### src/rtl/fetch_stage_if.sv
// Bus bundle between the fetch stage, the instruction bus and the decoder.
// The master side is the fetch stage; the slave side is the memory/decode environment.
interface fetch_stage_if #(
  parameter int XLEN = 64
);
  logic            ireq_valid;
  logic [XLEN-1:0] ireq_addr;
  logic            iresp_data_ok;
  logic [31:0]     iresp_data;
  logic            out_valid;
  logic            out_ready;
  logic [31:0]     out_instr;
  logic [XLEN-1:0] out_pc;

  modport master (
    output ireq_valid, ireq_addr, out_valid, out_instr, out_pc,
    input  iresp_data_ok, iresp_data, out_ready
  );

  modport slave (
    input  ireq_valid, ireq_addr, out_valid, out_instr, out_pc,
    output iresp_data_ok, iresp_data, out_ready
  );
endinterface

### src/rtl/fetch_stage.sv
// Instruction fetch stage: owns the PC, issues one ibus request at a time and buffers the
// returned word with its PC in a one-entry register for decode. Redirects kill in-flight fetches.
module fetch_stage #(
  parameter int              XLEN     = 64,
  parameter logic [XLEN-1:0] PC_RESET = 64'h8000_0000
) (
  input  logic            clk,
  input  logic            reset,
  fetch_stage_if.master   bus,
  input  logic            redirect_valid,
  input  logic [XLEN-1:0] redirect_pc
);
  typedef enum logic {FETCH = 1'b0, FLUSH = 1'b1} state_t;

  state_t          state, state_nxt;
  logic [XLEN-1:0] pc, flush_addr, out_pc_q;
  logic [31:0]     out_instr_q;
  logic            out_valid_q;
  logic            req, accept, consume;
  logic [XLEN-1:0] req_addr;

  // NOTE: sequential state uses non-blocking assignments so every register samples
  // the pre-edge values of the others; blocking here would create order-dependent logic.
  always_ff @(posedge clk or negedge reset) begin
    if (!reset) state <= FETCH;
    else        state <= state_nxt;
  end

  // A killed request must still complete on the bus before a new address may be issued.
  always_comb begin
    // NOTE: default assignment first so no path through the case leaves state_nxt unassigned
    // and infers a latch.
    state_nxt = state;
    case (state)
      FETCH: if (redirect_valid && req && !bus.iresp_data_ok) state_nxt = FLUSH;
      FLUSH: if (bus.iresp_data_ok)                          state_nxt = FETCH;
      default:                                               state_nxt = FETCH;
    endcase
  end

  always_comb begin
    req      = 1'b0;
    req_addr = pc;
    case (state)
      FETCH: begin
        req      = !out_valid_q || bus.out_ready;
        req_addr = pc;
      end
      FLUSH: begin
        req      = 1'b1;
        req_addr = flush_addr;
      end
      default: begin
        req      = 1'b0;
        req_addr = pc;
      end
    endcase
  end

  assign bus.ireq_valid = req && reset;
  assign bus.ireq_addr  = req_addr;

  assign accept  = (state == FETCH) && req && bus.iresp_data_ok && !redirect_valid;
  assign consume = out_valid_q && bus.out_ready;

  // NOTE: the one-entry buffer is reset too, since out_instr/out_pc must never show X.
  always_ff @(posedge clk or negedge reset) begin
    if (!reset) begin
      pc          <= PC_RESET;
      flush_addr  <= '0;
      out_valid_q <= 1'b0;
      out_instr_q <= '0;
      out_pc_q    <= '0;
    end else if (redirect_valid) begin
      pc          <= {redirect_pc[XLEN-1:2], 2'b00};
      out_valid_q <= 1'b0;
      if (state == FETCH && req && !bus.iresp_data_ok) flush_addr <= pc;
    end else if (accept) begin
      pc          <= pc + XLEN'(4);
      out_valid_q <= 1'b1;
      out_instr_q <= bus.iresp_data;
      out_pc_q    <= pc;
    end else if (consume) begin
      out_valid_q <= 1'b0;
    end
  end

  assign bus.out_valid = out_valid_q;
  assign bus.out_instr = out_instr_q;
  assign bus.out_pc    = out_pc_q;
endmodule

### src/flat_wrapper.sv
// flat-port wrapper written by rule: the top's interface ports become plain ports
module fetch_stage_flat 
#(
  parameter int              XLEN     = 64,
  parameter logic [XLEN-1:0] PC_RESET = 64'h8000_0000
)
  (clk, reset, redirect_valid, redirect_pc, bus_ireq_valid, bus_ireq_addr, bus_out_valid, bus_out_instr, bus_out_pc, bus_iresp_data_ok, bus_iresp_data, bus_out_ready);
  fetch_stage_if #(.XLEN(XLEN)) bus_i ();
  input  logic clk;
  input  logic reset;
  input  logic redirect_valid;
  input  logic [XLEN-1:0] redirect_pc;
  output wire logic [$bits(bus_i.ireq_valid)-1:0] bus_ireq_valid;
  output wire logic [$bits(bus_i.ireq_addr)-1:0] bus_ireq_addr;
  output wire logic [$bits(bus_i.out_valid)-1:0] bus_out_valid;
  output wire logic [$bits(bus_i.out_instr)-1:0] bus_out_instr;
  output wire logic [$bits(bus_i.out_pc)-1:0] bus_out_pc;
  input wire logic [$bits(bus_i.iresp_data_ok)-1:0] bus_iresp_data_ok;
  input wire logic [$bits(bus_i.iresp_data)-1:0] bus_iresp_data;
  input wire logic [$bits(bus_i.out_ready)-1:0] bus_out_ready;
  assign bus_ireq_valid = bus_i.ireq_valid;
  assign bus_ireq_addr = bus_i.ireq_addr;
  assign bus_out_valid = bus_i.out_valid;
  assign bus_out_instr = bus_i.out_instr;
  assign bus_out_pc = bus_i.out_pc;
  assign bus_i.iresp_data_ok = bus_iresp_data_ok;
  assign bus_i.iresp_data = bus_iresp_data;
  assign bus_i.out_ready = bus_out_ready;
  fetch_stage #(.XLEN(XLEN), .PC_RESET(PC_RESET)) u_core (.clk(clk), .reset(reset), .bus(bus_i), .redirect_valid(redirect_valid), .redirect_pc(redirect_pc));
endmodule
### config.mk
export PLATFORM = sky130hd
export DESIGN_NAME = fetch_stage_flat
export DESIGN_NICKNAME = d
export VERILOG_FILES = /design/src/rtl/fetch_stage_if.sv /design/src/rtl/fetch_stage.sv /design/src/flat_wrapper.sv
export SDC_FILE = /design/constraint.sdc
export NUM_CORES = 1
export LEC_CHECK = 0
export ABC_AREA = 1
export CAP_MARGIN = 20
export CELL_PAD_IN_SITES_DETAIL_PLACEMENT = 2
export CELL_PAD_IN_SITES_GLOBAL_PLACEMENT = 2
export CORE_MARGIN = 2
export CORE_UTILIZATION = 28
export DETAILED_ROUTE_END_ITERATION = 8
export MAX_ROUTING_LAYER = met4
export PLACE_DENSITY_LB_ADDON = 0.1
export SYNTH_ARGS = -nofsm -noshare
export SYNTH_HDL_FRONTEND = slang
export SYNTH_SLANG_ARGS = --single-unit
export TNS_END_PERCENT = 30
### constraint.sdc
create_clock -name clk -period 1.8 [get_ports clk]
set_input_delay 0.18 -clock clk [delete_from_list [all_inputs] [get_ports clk]]
set_output_delay 0.18 -clock clk [all_outputs]
set_load 0.01 [all_outputs]
[Yosys cells after proc, flatten, opt, wreduce, memory -nomap -nowiden]
Cells that the tools add are included.
Operators by class
  $add $sub $neg: 1
  mux-type cells: 10
  bitwise logic cells: 2
  reductions and logical operators: 16
Operator list (count)
  64-bit 2-to-1 mux: 2
  64-bit case mux with 2 select lines: 1
  64-bit by 3-bit adder with 64-bit output, second input constant: 1
  1-bit logical AND: 8
  1-bit 2-to-1 mux: 5
  1-bit case mux with 2 select lines: 2
  2-bit AND reduction: 2
  1-bit zero test: 3
  3-bit nonzero test: 1
  1-bit NOT: 2
  2-bit nonzero test: 1
  1-bit logical OR: 1
Storage, ports and cells
  flip-flop bits (word level): 226
  logic and storage cells: 35

[Longest topological paths before layout]
Gate-level depths: netlist (run 1).
  depth after elaboration: 8
  mapped depth: 12
  gate-level depth less buffers: 12

[Worst setup path before layout (run 1)]
No wires, ideal clock.
  path type: reg2reg
  start point: register u_core.pc[2]
  end point: register u_core.pc[46]
  library setup time: 116 ps
  data arrival time: 1464 ps
  required time: 1684 ps
  setup slack: 219 ps
  stages on the path, launching flop included: 13
  clock period less this slack: 1581 ps
  cell sequence: dfrtp_1 > ha_1 > nand2_1 > nor2_4 > nand2_4 > inv_2 > nand2_1 > nor2_2 > nand2_1 > nand2_1 > nand3_1 > nand2_1 > nand2_1
Between the ends
  longest elaborated chain between the ends: 3
RTL lines
  from (decl): line fetch_stage.sv:16  | logic [XLEN-1:0] pc, flush_addr, out_pc_q;
  from (signal assigned): line fetch_stage.sv:75  | pc <= {redirect_pc[XLEN-1:2], 2'b00};
  from (signal assigned): line fetch_stage.sv:79  | pc <= pc + XLEN'(4);
  64-bit by 3-bit adder with 64-bit output: line fetch_stage.sv:79
  64-bit 2-to-1 mux: line fetch_stage.sv:78  | end else if (accept) begin
  64-bit 2-to-1 mux: line fetch_stage.sv:74  | end else if (redirect_valid) begin
No other way between the ends. The select of a mux whose other input is x is not followed.
A chain may end at the register's enable or synchronous reset.

[Final worst setup path (run 1)]
  start point: register u_core.state
  end point: output port bus_ireq_addr[60]
Between the ends
  longest elaborated chain between the ends: 2
RTL lines
  from (decl): line fetch_stage.sv:15  | state_t state, state_nxt;
  from (signal assigned): line fetch_stage.sv:26  | else state <= state_nxt;
  1-bit NOT: line fetch_stage.sv:44  | case (state)
  64-bit case mux with 2 select lines *: line fetch_stage.sv:44
  to (decl): line flat_wrapper.sv:14  | output wire logic [$bits(bus_i.ireq_addr)-1:0] bus_ireq_addr;
Mark *: on every way between the ends. The rest lies on a longest branch, timed or not.

==> metrics.cfg, run 1 <==
[worst_setup_path]
rr_worst_depth=11
r2r_slack_ns=-0.13
cp_slowest_cell=dfrtp_4
timing.rr.end=u_core.pc[34]$_DFFE_PN0P_
worstSetupPathType=flip-flop to output port
critPathArrivalTime_ns=1.82
path_cells=buf_6 -> buf_16 -> o21ai_1 -> buf_4 -> buf_2
required_ns=1.62
crit_path_end_kind=output port
crit_path_max_fanout=14
cp-start-kind=flip-flop
reg2reg_from=u_core.pc[3]$_DFFE_PN0P_
crit_path_max_incr_delay_ns=0.51

[cells_and_area]
nets=2086
fin_area_um2=17800
area_delta_synth_final_pct=57.5
fill_cells=4501
final_cells=2530
drive_above_1_share_pct=26.8

[timing]
min_period_over_period_pct=111
setup_violations=82
rsz0062_at_grt=yes
max_freq_ghz=0.501
tightest_slew_ns=0.506
hold_slack_ns=0.173
finClkSkew_ns=0.00715
slew_viol_final=0
slew_headroom_pct=66.3
timing.final.ws_setup_ns=-0.196
finalHoldViolCount=0
period_minus_slack_ns=2.00

[global_routing]
grt_pass1_vias=13500
overflow=0
track_usage_pct=25.9
antenna_found_initial=1
grt_pass1_wl_um=81200
grt_start_max_net_pins=69

[logic_synthesis]
synthCells=1567
yosys.cell_types.count=35
yosys-top-cells-area=dfrtp_1 48%, nand2_1 20%, o21ai_0 9.1%, nor2_1 6.0%, inv_1 3.5%
synth_top_area_share_pct=48.5
syn_area_um2=11300
yosysTopAreaCell=dfrtp_1
ys_ff_latch=220
yosysWarnings=0
syn_area_per_cell_um2=7.21
ys_seq_area_share_pct=48.7

[die]
die_h_um=205
initial_core_util_pct=28.4
core-area_um2=39800
pin_count=263
rows=73
fp.dieW_um=205
die_area_um2=42000

[placement]
dp.cells=2446
dp_hpwl_um=36800
place_area_um2=15700
post-place-ws_ns=-0.241
port_buffers=256
gp_congestion=0.861

[power_and_ir_drop]
ir_drop_v=0.000542
power_density_nw_per_um2=1080
static-leakage-power_nw=8.38

[cts]
cts_buffers=28
cts_tree=done
clk_latency_ns=0.55
cts.clk_slew.worst_paths_ns=0.06
cts-root-buf=clkbuf_16
numClockSinks=220
clockBufferDepth=3
cts_max_level=1

[worst_hold_path]
holdCritPathClass=input pin to flip-flop
hold_depth=3
worstHoldEndpoint=u_core.bus.out_instr[31]$_DFFE_PN0P_
min_from=bus_iresp_data[31]

[detailed_routing]
antenna_left=0
drt_iter0_drc=565
wire_per_inst_um=21.7
wirelength_um=54800
drc=0
vias=12500
drt_first_pass_iters=4
viasPerCell=4.95

[outcome]
violations=negative setup slack
status=finished, violations left

[flow_run]
drv_cap=0

==> critical path: cells and delay by family (launching register included) <==
family	cells	cell delay, ns
compound gates	1	0.17
buf+inv	4	0.57
flops	1	0.51
==> power breakdown <==
part	total, mW	switching, mW	internal [mW]
Sequential	7.02	0.947	6.08
Clock	5.96	2.28	3.68
Combinational	6.29	3.34	2.96
Total	19.3	6.56	12.7
==> per-stage QoR <==
| stage | utilization [%] | power (mW) | TNS [ns] |
|---|---|---|---|
| CTS | 42.8 | 19.0 | -9.65 |
| finish | 44.7 | 19.3 | -8.60 |
| global placement | 39.3 | 12.4 | -1.75 |
| floorplan | - | 9.10 | 0 |
| global route | 44.7 | 20.4 | -16.00 |
| detailed placement | 39.3 | 12.6 | -4.64 |
==> layout by cell type, fill, tap and decap left out, drive strengths merged, types with 2 or more instances in the layout <==
master           n
nand2          600
buf            265
o21ai          230
dfrtp          219
nor2           196
clkdlybuf4s50  192
inv            110
nand3           67
clkbuf          42
o211ai          19
a21oi           13
nand4           10
o22ai            7
clkinv           6
a211oi           4
conb             4
a31oi            3
o21a             3
bufinv           3
a22oi            2
xor2             2
==> routing by layer <==
layer  GRT usage (%)  vias up  share of wire, %
met3            2.16       70               2.9
met4            5.45        0               2.0
met5               -        -                 0
met1            34.0     6393                44
li1                -     5829                 -
met2            43.7      230                51
==> synthesized netlist by cell type <==
cell type	count
a32oi_1	1
nand2_1	592
nand3_1	64
nor2_4	6
o21ai_1	25
a31oi_1	3
conb_1	1
a21oi_2	1
nand2_2	7
a211oi_1	4
nor2_2	9
xor2_1	2
o22ai_1	7
nor2_1	181
o21ai_0	205
inv_1	104
inv_2	5
dfstp_2	1
nand2_4	1
o211ai_1	19
nand4_1	10
dfrtp_1	219
a22oi_1	2
a21oi_1	12
nor4_1	1
buf_1	3
buf_4	5
nor3_1	1
o21a_1	3
nand3_2	3
buf_6	1
clkinv_1	1
clkbuf_1	44
buf_2	23
ha_1	1
==> registers in the layout, indices dropped and copies added, names as in the netlist <==
register,cells
u_core.state,1
u_core.flush_addr,62
u_core.pc,62
u_core.bus.out_valid,1
u_core.bus.out_pc,62
u_core.bus.out_instr,32
==> kinds of logic (layout without fill, tap and decap cells) <==
| kind of cell | count (synthesis) | count (layout) | synth area share, % |
|---|---|---|---|
| adder cells (fa/ha/maj) | 1 | 1 | 0.111 |
| other | 1 | 5 | 0.0332 |
| flip-flops | 220 | 220 | 48.7 |
| AO/OA/AOI/OAI | 282 | 282 | 13.3 |
| AND/OR/NAND/NOR | 875 | 875 | 31.0 |
| buffers and inverters | 186 | 620 | 6.67 |
| XOR/XNOR | 2 | 2 | 0.155 |
==> worst max path at each step <==
stage	slack, ns	startpoint	end
floorplan	0.22	u_core.pc[2]$_DFFE_PN0P_	u_core.pc[46]$_DFFE_PN0P_
global placement	-0.17	u_core.pc[14]$_DFFE_PN0P_	u_core.pc[55]$_DFFE_PN0P_
detailed placement	-0.24	u_core.pc[12]$_DFFE_PN0P_	u_core.pc[55]$_DFFE_PN0P_
CTS	-0.21	u_core.state$_DFF_PN0_	bus_ireq_addr[46]
global route	-0.25	u_core.state$_DFF_PN0_	bus_ireq_addr[60]
finish	-0.20	u_core.state$_DFF_PN0_	bus_ireq_addr[60]
==> layout make-up <==
class / instances / area, um2 / share of cell area, %
clock buffer: 41 / 851 / 4.78
timing repair buffer: 460 / 4330 / 24.3
sequential: 220 / 5520 / 31.0
multi-input combinational: 1164 / 5900 / 33.1
tap: 525 / 657 / 3.69
clock inverter: 9 / 124 / 0.696
antenna: 1 / 2.50 / 0.0141
inverter: 110 / 415 / 2.33
==> timing repair <==
action                                  CTS  global route
pin swaps                                14            30
endpoints found under the hold margin    65             0
endpoints found under the setup margin  107           153
setup buffers                             7            17
cloned                                    9             1
resized for setup                       453           178
hold buffers                              1             0
(Power assumes the default switching activity.)
==> inputs of run 2 (changes only) <==
- CORE_UTILIZATION: 28 -> 29
- CTS_BUF_LIST: not set -> sky130_fd_sc_hd__clkbuf_8
==> run 2 against run 1 <==
The flow still finishes with violations (negative setup slack). Register-to-register slack worse by 0.13 ns. Wire length is 0.90% lower. Non-clock buffer count is 2 lower. Sequential power is 0.9% lower. Die area is 3.4% lower. Clock skew is 0.019 ns higher. Critical endpoint is now bus_ireq_addr[5]. Largest cell class unchanged. Highest routed layer unchanged.
==> metrics.cfg, run 2 (same netlist as run 1, synthesis figures left out) <==
[detailed_routing]
wire_per_inst_um=21.4  ; was 21.7 um
wirelength_um=54300  ; was 54800 um
antenna_left=0  ; unchanged
drt_iter0_drc=508  ; was 565
viasPerCell=4.95  ; about the same
vias=12600  ; was 12500
drt_first_pass_iters=4  ; unchanged
drc=0  ; unchanged

[die]
core-area_um2=38600  ; was 39800 um2
rows=72  ; was 73
fp.dieW_um=201  ; was 205 um
die_h_um=201  ; was 205 um
initial_core_util_pct=29.3  ; was 28.4%
die_area_um2=40600  ; was 42000 um2
pin_count=263  ; unchanged

[worst_setup_path]
worstSetupPathType=flip-flop to output port  ; unchanged
required_ns=1.62  ; about the same
rr_worst_depth=10  ; was 11
cp_slowest_cell=dfrtp_4  ; unchanged
critPathArrivalTime_ns=1.94  ; was 1.82 ns
crit_path_max_incr_delay_ns=0.54  ; was 0.51 ns
crit_path_end_kind=output port  ; unchanged
path_cells=buf_8 -> clkbuf_16 -> clkbuf_16 -> o21ai_4 -> buf_6  ; was buf_6 -> buf_16 -> o21ai_1 -> buf_4 -> buf_2
crit_buf_inv=4  ; unchanged
cp-start-kind=flip-flop  ; unchanged
path_delay_family=buffers and inverters  ; unchanged
r2r_slack_ns=-0.26  ; was -0.13 ns
crit_path_max_fanout=5  ; was 14
worstSetupPathDepth=5  ; unchanged
crit_path_frequent_cell=clkbuf_16

[power_and_ir_drop]
static-leakage-power_nw=8.25  ; was 8.38 nW
ir_drop_v=0.000520  ; was 0.000542 V
power_density_nw_per_um2=1060  ; was 1080 nW/um2
p_total_mw=18.4  ; was 19.3 mW

[timing]
tns_ns=-31.68  ; was -8.60 ns
rsz0062_at_grt=yes  ; unchanged
max_freq_ghz=0.471  ; was 0.501 GHz
timing.final.ws_setup_ns=-0.322  ; was -0.196 ns
slew_headroom_pct=49.2  ; was 66.3%
finClkSkew_ns=0.0263  ; was 0.00715 ns
setup_violations=250  ; was 82
finalHoldViolCount=0  ; unchanged
slew_viol_final=0  ; unchanged
tightest_slew_ns=0.761  ; was 0.506 ns
min_period_over_period_pct=118  ; was 111%
period_minus_slack_ns=2.12  ; was 2.00 ns

[cts]
numClockSinks=220  ; unchanged
clockBufferDepth=3  ; unchanged
cts_tree=done  ; unchanged
cts_max_level=2  ; was 1
cts.clk_slew.worst_paths_ns=0.06  ; about the same
clk_latency_ns=0.62  ; was 0.55 ns
cts-root-buf=clkbuf_8  ; was clkbuf_16
cts_buffers=42  ; was 28

[outcome]
status=finished, violations left  ; unchanged
violations=negative setup slack  ; unchanged

[cells_and_area]
antennaDiodeCount=0  ; was 1
final_cells=2543  ; was 2530
fin_area_um2=17300  ; was 17800 um2
area_delta_synth_final_pct=53.5  ; was 57.5%
final_cell_mix=551 x nand2_1, 216 x dfrtp_1, 192 x clkdlybuf4s50_1  ; was 510 x nand2_1, 209 x dfrtp_1, 192 x clkdlybuf4s50_1
drive_above_1_share_pct=23.2  ; was 26.8%
layout_commonest_cell=nand2_1  ; unchanged
nets=2098  ; was 2086

[placement]
post-place-ws_ns=-0.233  ; was -0.241 ns
place_area_um2=15700  ; about the same
dp.cells=2448  ; was 2446
dp_hpwl_um=37400  ; was 36800 um
port_buffers=256  ; unchanged
gp_congestion=0.898  ; was 0.861

[global_routing]
overflow=0  ; unchanged
antenna_found_initial=0  ; was 1
grt_start_max_net_pins=95  ; was 69
grt_pass1_wl_um=80400  ; was 81200 um
track_usage_pct=26.2  ; was 25.9%
grt_pass1_vias=13900  ; was 13500

[flow_run]
drv_cap=0  ; unchanged

[worst_hold_path]
hold_depth=3  ; unchanged
holdCritPathClass=input pin to flip-flop  ; unchanged

==> run 2: changes by cell type in the layout (fill, tap and decap cells not counted), moves of 9 or more <==
cell	previous run	this run
inv_1	104	120
clkbuf_16	30	6
nor2_4	23	10
buf_2	54	45
clkbuf_8	8	57
nor2_1	141	164
nor2_2	32	22
nand2_2	64	34
nand2_4	26	15
nand2_1	510	551
==> run 2: cell type report <==
cell class,count,area [um2]
multi-input combinational,1164,5600
timing repair buffer,458,4320
clock inverter,16,60.1
inverter,110,415
tap,518,648
fill,4454,21200
clock buffer,57,785
sequential,220,5510
==> run 2: final timing paths <==
check | start | end
setup / recovery | u_core.state$_DFF_PN0_ | bus_ireq_addr[5]
hold / removal | bus_iresp_data[25] | u_core.bus.out_instr[25]$_DFFE_PN0P_
setup reg to reg | u_core.state$_DFF_PN0_ | u_core.pc[21]$_DFFE_PN0P_
hold reg to reg | u_core.bus.out_instr[29]$_DFFE_PN0P_ | u_core.bus.out_instr[29]$_DFFE_PN0P_
max in group asynchronous | reset | u_core.state$_DFF_PN0_
min in group asynchronous | reset | u_core.flush_addr[15]$_DFFE_PN0P_
==> run 2: per-layer routing <==
metal	share of wire [%]	global-route usage [%]	up-vias
li1	-	-	5871
met1	44	32.8	6384
met2	50	44.2	265
met3	3.5	4.13	76
met4	2.1	6.49	0
met5	0	-	-
==> run 2: report_power, final <==
group	total (mW)	internal (mW)	switching (mW)	leakage, nW
Sequential	6.96	6.07	0.889	2.69
Combinational	6.29	2.96	3.33	5.06
Clock	5.11	2.79	2.32	0.495
==> run 2: worst min-delay path: cells and delay by family <==
kind / cells / cell delay, ns
and+or+nand+nor: 2 / 0.11
buffers and inverters: 1 / 0.40
==> run 2: through the flow <==
stage | util (%) | hold slack (ns)
2_1_floorplan | - | -0.116
3_3_place_gp | 40.8 | 0.258
3_5_place_dp | 40.8 | 0.249
4_1_cts | 43.3 | 0.0816
5_1_grt | 45.0 | 0.105
6_report | 45.0 | 0.124
==> run 2: timing repair <==
action / in CTS / in global routing
cloned: 3 / 6
buffers inserted: 2 / 11
hold buffers: 1 / 0
endpoints found under the setup margin: 168 / 281
resized for setup: 271 / 244
hold endpoints to repair: 220 / 0
pin swaps: 3 / 31
==> inputs of run 3 (changes only) <==
--- a/config.mk
+++ b/config.mk
@@ -7,3 +7,2 @@
 export LEC_CHECK = 0
-export ABC_AREA = 1
 export CAP_MARGIN = 20
@@ -12,3 +11,3 @@
 export CORE_MARGIN = 2
-export CORE_UTILIZATION = 29
+export CORE_UTILIZATION = 33
 export CTS_BUF_LIST = sky130_fd_sc_hd__clkbuf_8
==> constraint.sdc (replaced) <==
create_clock -name clk -period 1.8 [get_ports clk]
set_input_delay 0.54 -clock clk [delete_from_list [all_inputs] [get_ports clk]]
set_output_delay 0.54 -clock clk [all_outputs]
set_load 0.01 [all_outputs]
==> run 3 against run 2 <==
The run still ends with negative setup slack left. Cell area increased by 6.8%. Fmax decreased by 18%. Wire length increased by 14%. Largest power group unchanged. Highest routed layer unchanged.
==> metrics.cfg, run 3 <==
[cts]
numClockSinks=220  ; unchanged
cts-root-buf=clkbuf_8  ; unchanged
cts.clk_slew.worst_paths_ns=0.08  ; was 0.06 ns
clockBufferDepth=3  ; unchanged
cts_tree=done  ; unchanged
cts_buffers=43  ; was 42
cts_max_level=2  ; unchanged
clk_latency_ns=0.62  ; about the same

[placement]
dp.cells=1701  ; was 2448
port_buffers=256  ; unchanged
dp_hpwl_um=28700  ; was 37400 um
place_area_um2=15100  ; was 15700 um2
post-place-ws_ns=-0.832  ; was -0.233 ns
gp_congestion=0.817  ; was 0.898

[flow_run]
drv_cap=0  ; unchanged

[global_routing]
grt_pass1_vias=11600  ; was 13900
antenna_found_initial=1  ; was 0
grt_start_max_net_pins=132  ; was 95
grt_pass1_wl_um=74100  ; was 80400 um
overflow=0  ; unchanged
track_usage_pct=29.9  ; was 26.2%

[worst_setup_path]
required_ns=2.31  ; was 1.62 ns
crit_path_end_kind=flip-flop  ; was output port
cp_slowest_cell=dfrtp_1  ; was dfrtp_4
worstSetupPathType=flip-flop to flip-flop  ; was flip-flop to output port
crit_path_max_incr_delay_ns=0.45  ; was 0.54 ns
crit_path_max_fanout=6  ; was 5
path_cells=buf_6 -> nand4_1 -> nor4_4 -> buf_4 -> nand4_1 -> buf_4 -> or3_1 -> a31oi_1  ; was buf_8 -> clkbuf_16 -> clkbuf_16 -> o21ai_4 -> buf_6
worstSetupPathDepth=8  ; was 5
crit_buf_inv=3  ; was 4
cp-start-kind=flip-flop  ; unchanged
critPathArrivalTime_ns=3.09  ; was 1.94 ns
path_delay_family=simple AND/OR/NAND/NOR gates  ; was buffers and inverters
rr_worst_depth=8  ; was 10

[logic_synthesis]
yosysTopAreaCell=dfrtp_1  ; unchanged
synthFlopType=dfrtp_1  ; unchanged
yosysWarnings=0  ; unchanged
ys_ff_latch=220  ; unchanged
async_flop_share_pct=100  ; unchanged
yosys-top-cells-area=dfrtp_1 51%, mux2_2 23%, o21ai_0 2.5%, nand2_1 2.5%, nand4_1 2.1%  ; was dfrtp_1 48%, nand2_1 20%, o21ai_0 9.1%, nor2_1 6.0%, inv_1 3.5%
synth_top_area_share_pct=51.3  ; was 48.5%
yosysMostFrequentCell=dfrtp_1  ; was nand2_1
synth_commonest_cells=219 x dfrtp_1, 218 x mux2_2, 70 x nand2_1, 54 x o21ai_0, 41 x clkbuf_1  ; was 592 x nand2_1, 219 x dfrtp_1, 205 x o21ai_0, 181 x nor2_1, 104 x inv_1
synthCells=917  ; was 1567
ys_seq_area_share_pct=51.6  ; was 48.7%
syn_area_per_cell_um2=11.6  ; was 7.21 um2
synth_edf_count=0  ; unchanged
yosys.cell_types.count=45  ; was 35
syn_area_um2=10700  ; was 11300 um2

[power_and_ir_drop]
ir_drop_v=0.000663  ; was 0.000520 V
static-leakage-power_nw=8.93  ; was 8.25 nW
power_density_nw_per_um2=1050  ; was 1060 nW/um2

[timing]
setup_violations=283  ; was 250
slew_viol_final=0  ; unchanged
slew_headroom_pct=47.2  ; was 49.2%
tightest_slew_ns=0.792  ; was 0.761 ns
rsz0062_at_grt=yes  ; unchanged
period_minus_slack_ns=2.58  ; was 2.12 ns
timing.final.ws_setup_ns=-0.779  ; was -0.322 ns
min_period_over_period_pct=143  ; was 118%
max_freq_ghz=0.388  ; was 0.471 GHz
finClkSkew_ns=0.0445  ; was 0.0263 ns
finalHoldViolCount=0  ; unchanged

[cells_and_area]
final_cells=1846  ; was 2543
fill_cells=2885  ; was 4454
drive_above_1_share_pct=50.4  ; was 23.2%
final_cell_mix=212 x dfrtp_1, 193 x buf_4, 139 x mux2_4  ; was 551 x nand2_1, 216 x dfrtp_1, 192 x clkdlybuf4s50_1
area_delta_synth_final_pct=73.5  ; was 53.5%
layout_commonest_cell=dfrtp_1  ; was nand2_1
fin_area_um2=18500  ; was 17300 um2
nets=1514  ; was 2098

[detailed_routing]
drt_first_pass_iters=5  ; was 4
wirelength_um=61900  ; was 54300 um
drt_iter0_drc=722  ; was 508
viasPerCell=5.76  ; was 4.95
drc=0  ; unchanged
antenna_left=0  ; unchanged
wire_per_inst_um=33.6  ; was 21.4 um
vias=10600  ; was 12600

[die]
die_h_um=184  ; was 201 um
die_area_um2=33800  ; was 40600 um2
rows=65  ; was 72
core-area_um2=31700  ; was 38600 um2
pin_count=263  ; unchanged
fp.dieW_um=184  ; was 201 um
initial_core_util_pct=33.7  ; was 29.3%

[outcome]
violations=negative setup slack  ; unchanged
status=finished, violations left  ; unchanged

[worst_hold_path]
holdCritPathClass=input pin to async pin  ; was input pin to flip-flop

==> run 3: routing by layer <==
| layer | GRT usage, % | vias to the layer above | share of wire, % |
|---|---|---|---|
| met2 | 50.0 | 528 | 51 |
| li1 | - | 4327 | - |
| met3 | 7.15 | 219 | 5.8 |
| met5 | - | - | 0 |
| met4 | 12.4 | 0 | 5.1 |
| met1 | 34.6 | 5555 | 38 |
==> run 3: where the power goes <==
part           internal (mW)  switching [mW]
sequential              6.07           0.934
combinational           3.83            2.91
clock                   3.14            2.59
total                   13.0            6.44
==> run 3: cell families after synthesis <==
| family | synth area share, % |
|---|---|
| muxes | 23.2 |
| adders and majority gates | 0.117 |
| and+or+nand+nor | 14.2 |
| buffers and inverters | 3.33 |
| DFF | 51.6 |
| other | 0.0351 |
| xor gates and xnor gates | 2.95 |
| AOI/OAI and AO/OA | 4.62 |
==> run 3: final cells by class <==
type	instances	area [um2]	area share, %
Clock buffer	58	798	4.31
Antenna cell	2	5.00	0.0270
Tap cell	402	503	2.72
Multi-Input combinational cell	620	6130	33.1
Sequential cell	220	5520	29.8
Timing Repair Buffer	521	5420	29.3
Clock inverter	17	120	0.648
Inverter	6	26.3	0.142
==> run 3: worst min-delay path, delay by kind of cell <==
family                 cells  cell delay [ns]
buffers and inverters      3             0.66
==> run 3: worst paths after layout <==
| path | start | to | slack [ns] |
|---|---|---|---|
| worst max-delay path | u_core.pc[25]$_DFFE_PN0P_ | u_core.pc[41]$_DFFE_PN0P_ | -0.78 |
| worst max register to register | u_core.pc[25]$_DFFE_PN0P_ | u_core.pc[41]$_DFFE_PN0P_ | -0.78 |
| worst min-delay path | reset | u_core.pc[26]$_DFFE_PN0P_ | 0.12 |
| max in group asynchronous | reset | u_core.state$_DFF_PN0_ | 0.93 |
| worst min register to register | u_core.bus.out_pc[5]$_DFFE_PN0P_ | u_core.bus.out_pc[5]$_DFFE_PN0P_ | 0.51 |
| min in group clk | redirect_pc[31] | u_core.pc[31]$_DFFE_PN1P_ | 0.50 |
==> run 3: per-stage QoR <==
| stage | util, % | power [mW] | TNS (ns) | hold slack (ns) |
|---|---|---|---|---|
| after floorplan | - | 8.96 | -37.54 | 0.244 |
| after global placement | 47.7 | 11.9 | -138.35 | 0.483 |
| after detailed placement | 47.7 | 12.2 | -149.70 | 0.493 |
| after CTS | 52.8 | 17.8 | -104.91 | 0.193 |
| after global routing | 58.4 | 20.1 | -149.55 | 0.171 |
| final | 58.4 | 19.5 | -143.69 | 0.124 |
==> run 3: repair_timing <==
action / in CTS / in global routing
resized for setup: 379 / 403
endpoints found under the setup margin: 371 / 376
gates cloned: 6 / 7
buffers inserted: 38 / 29
pin swaps: 53 / 60
hold buffers: 0 / 0
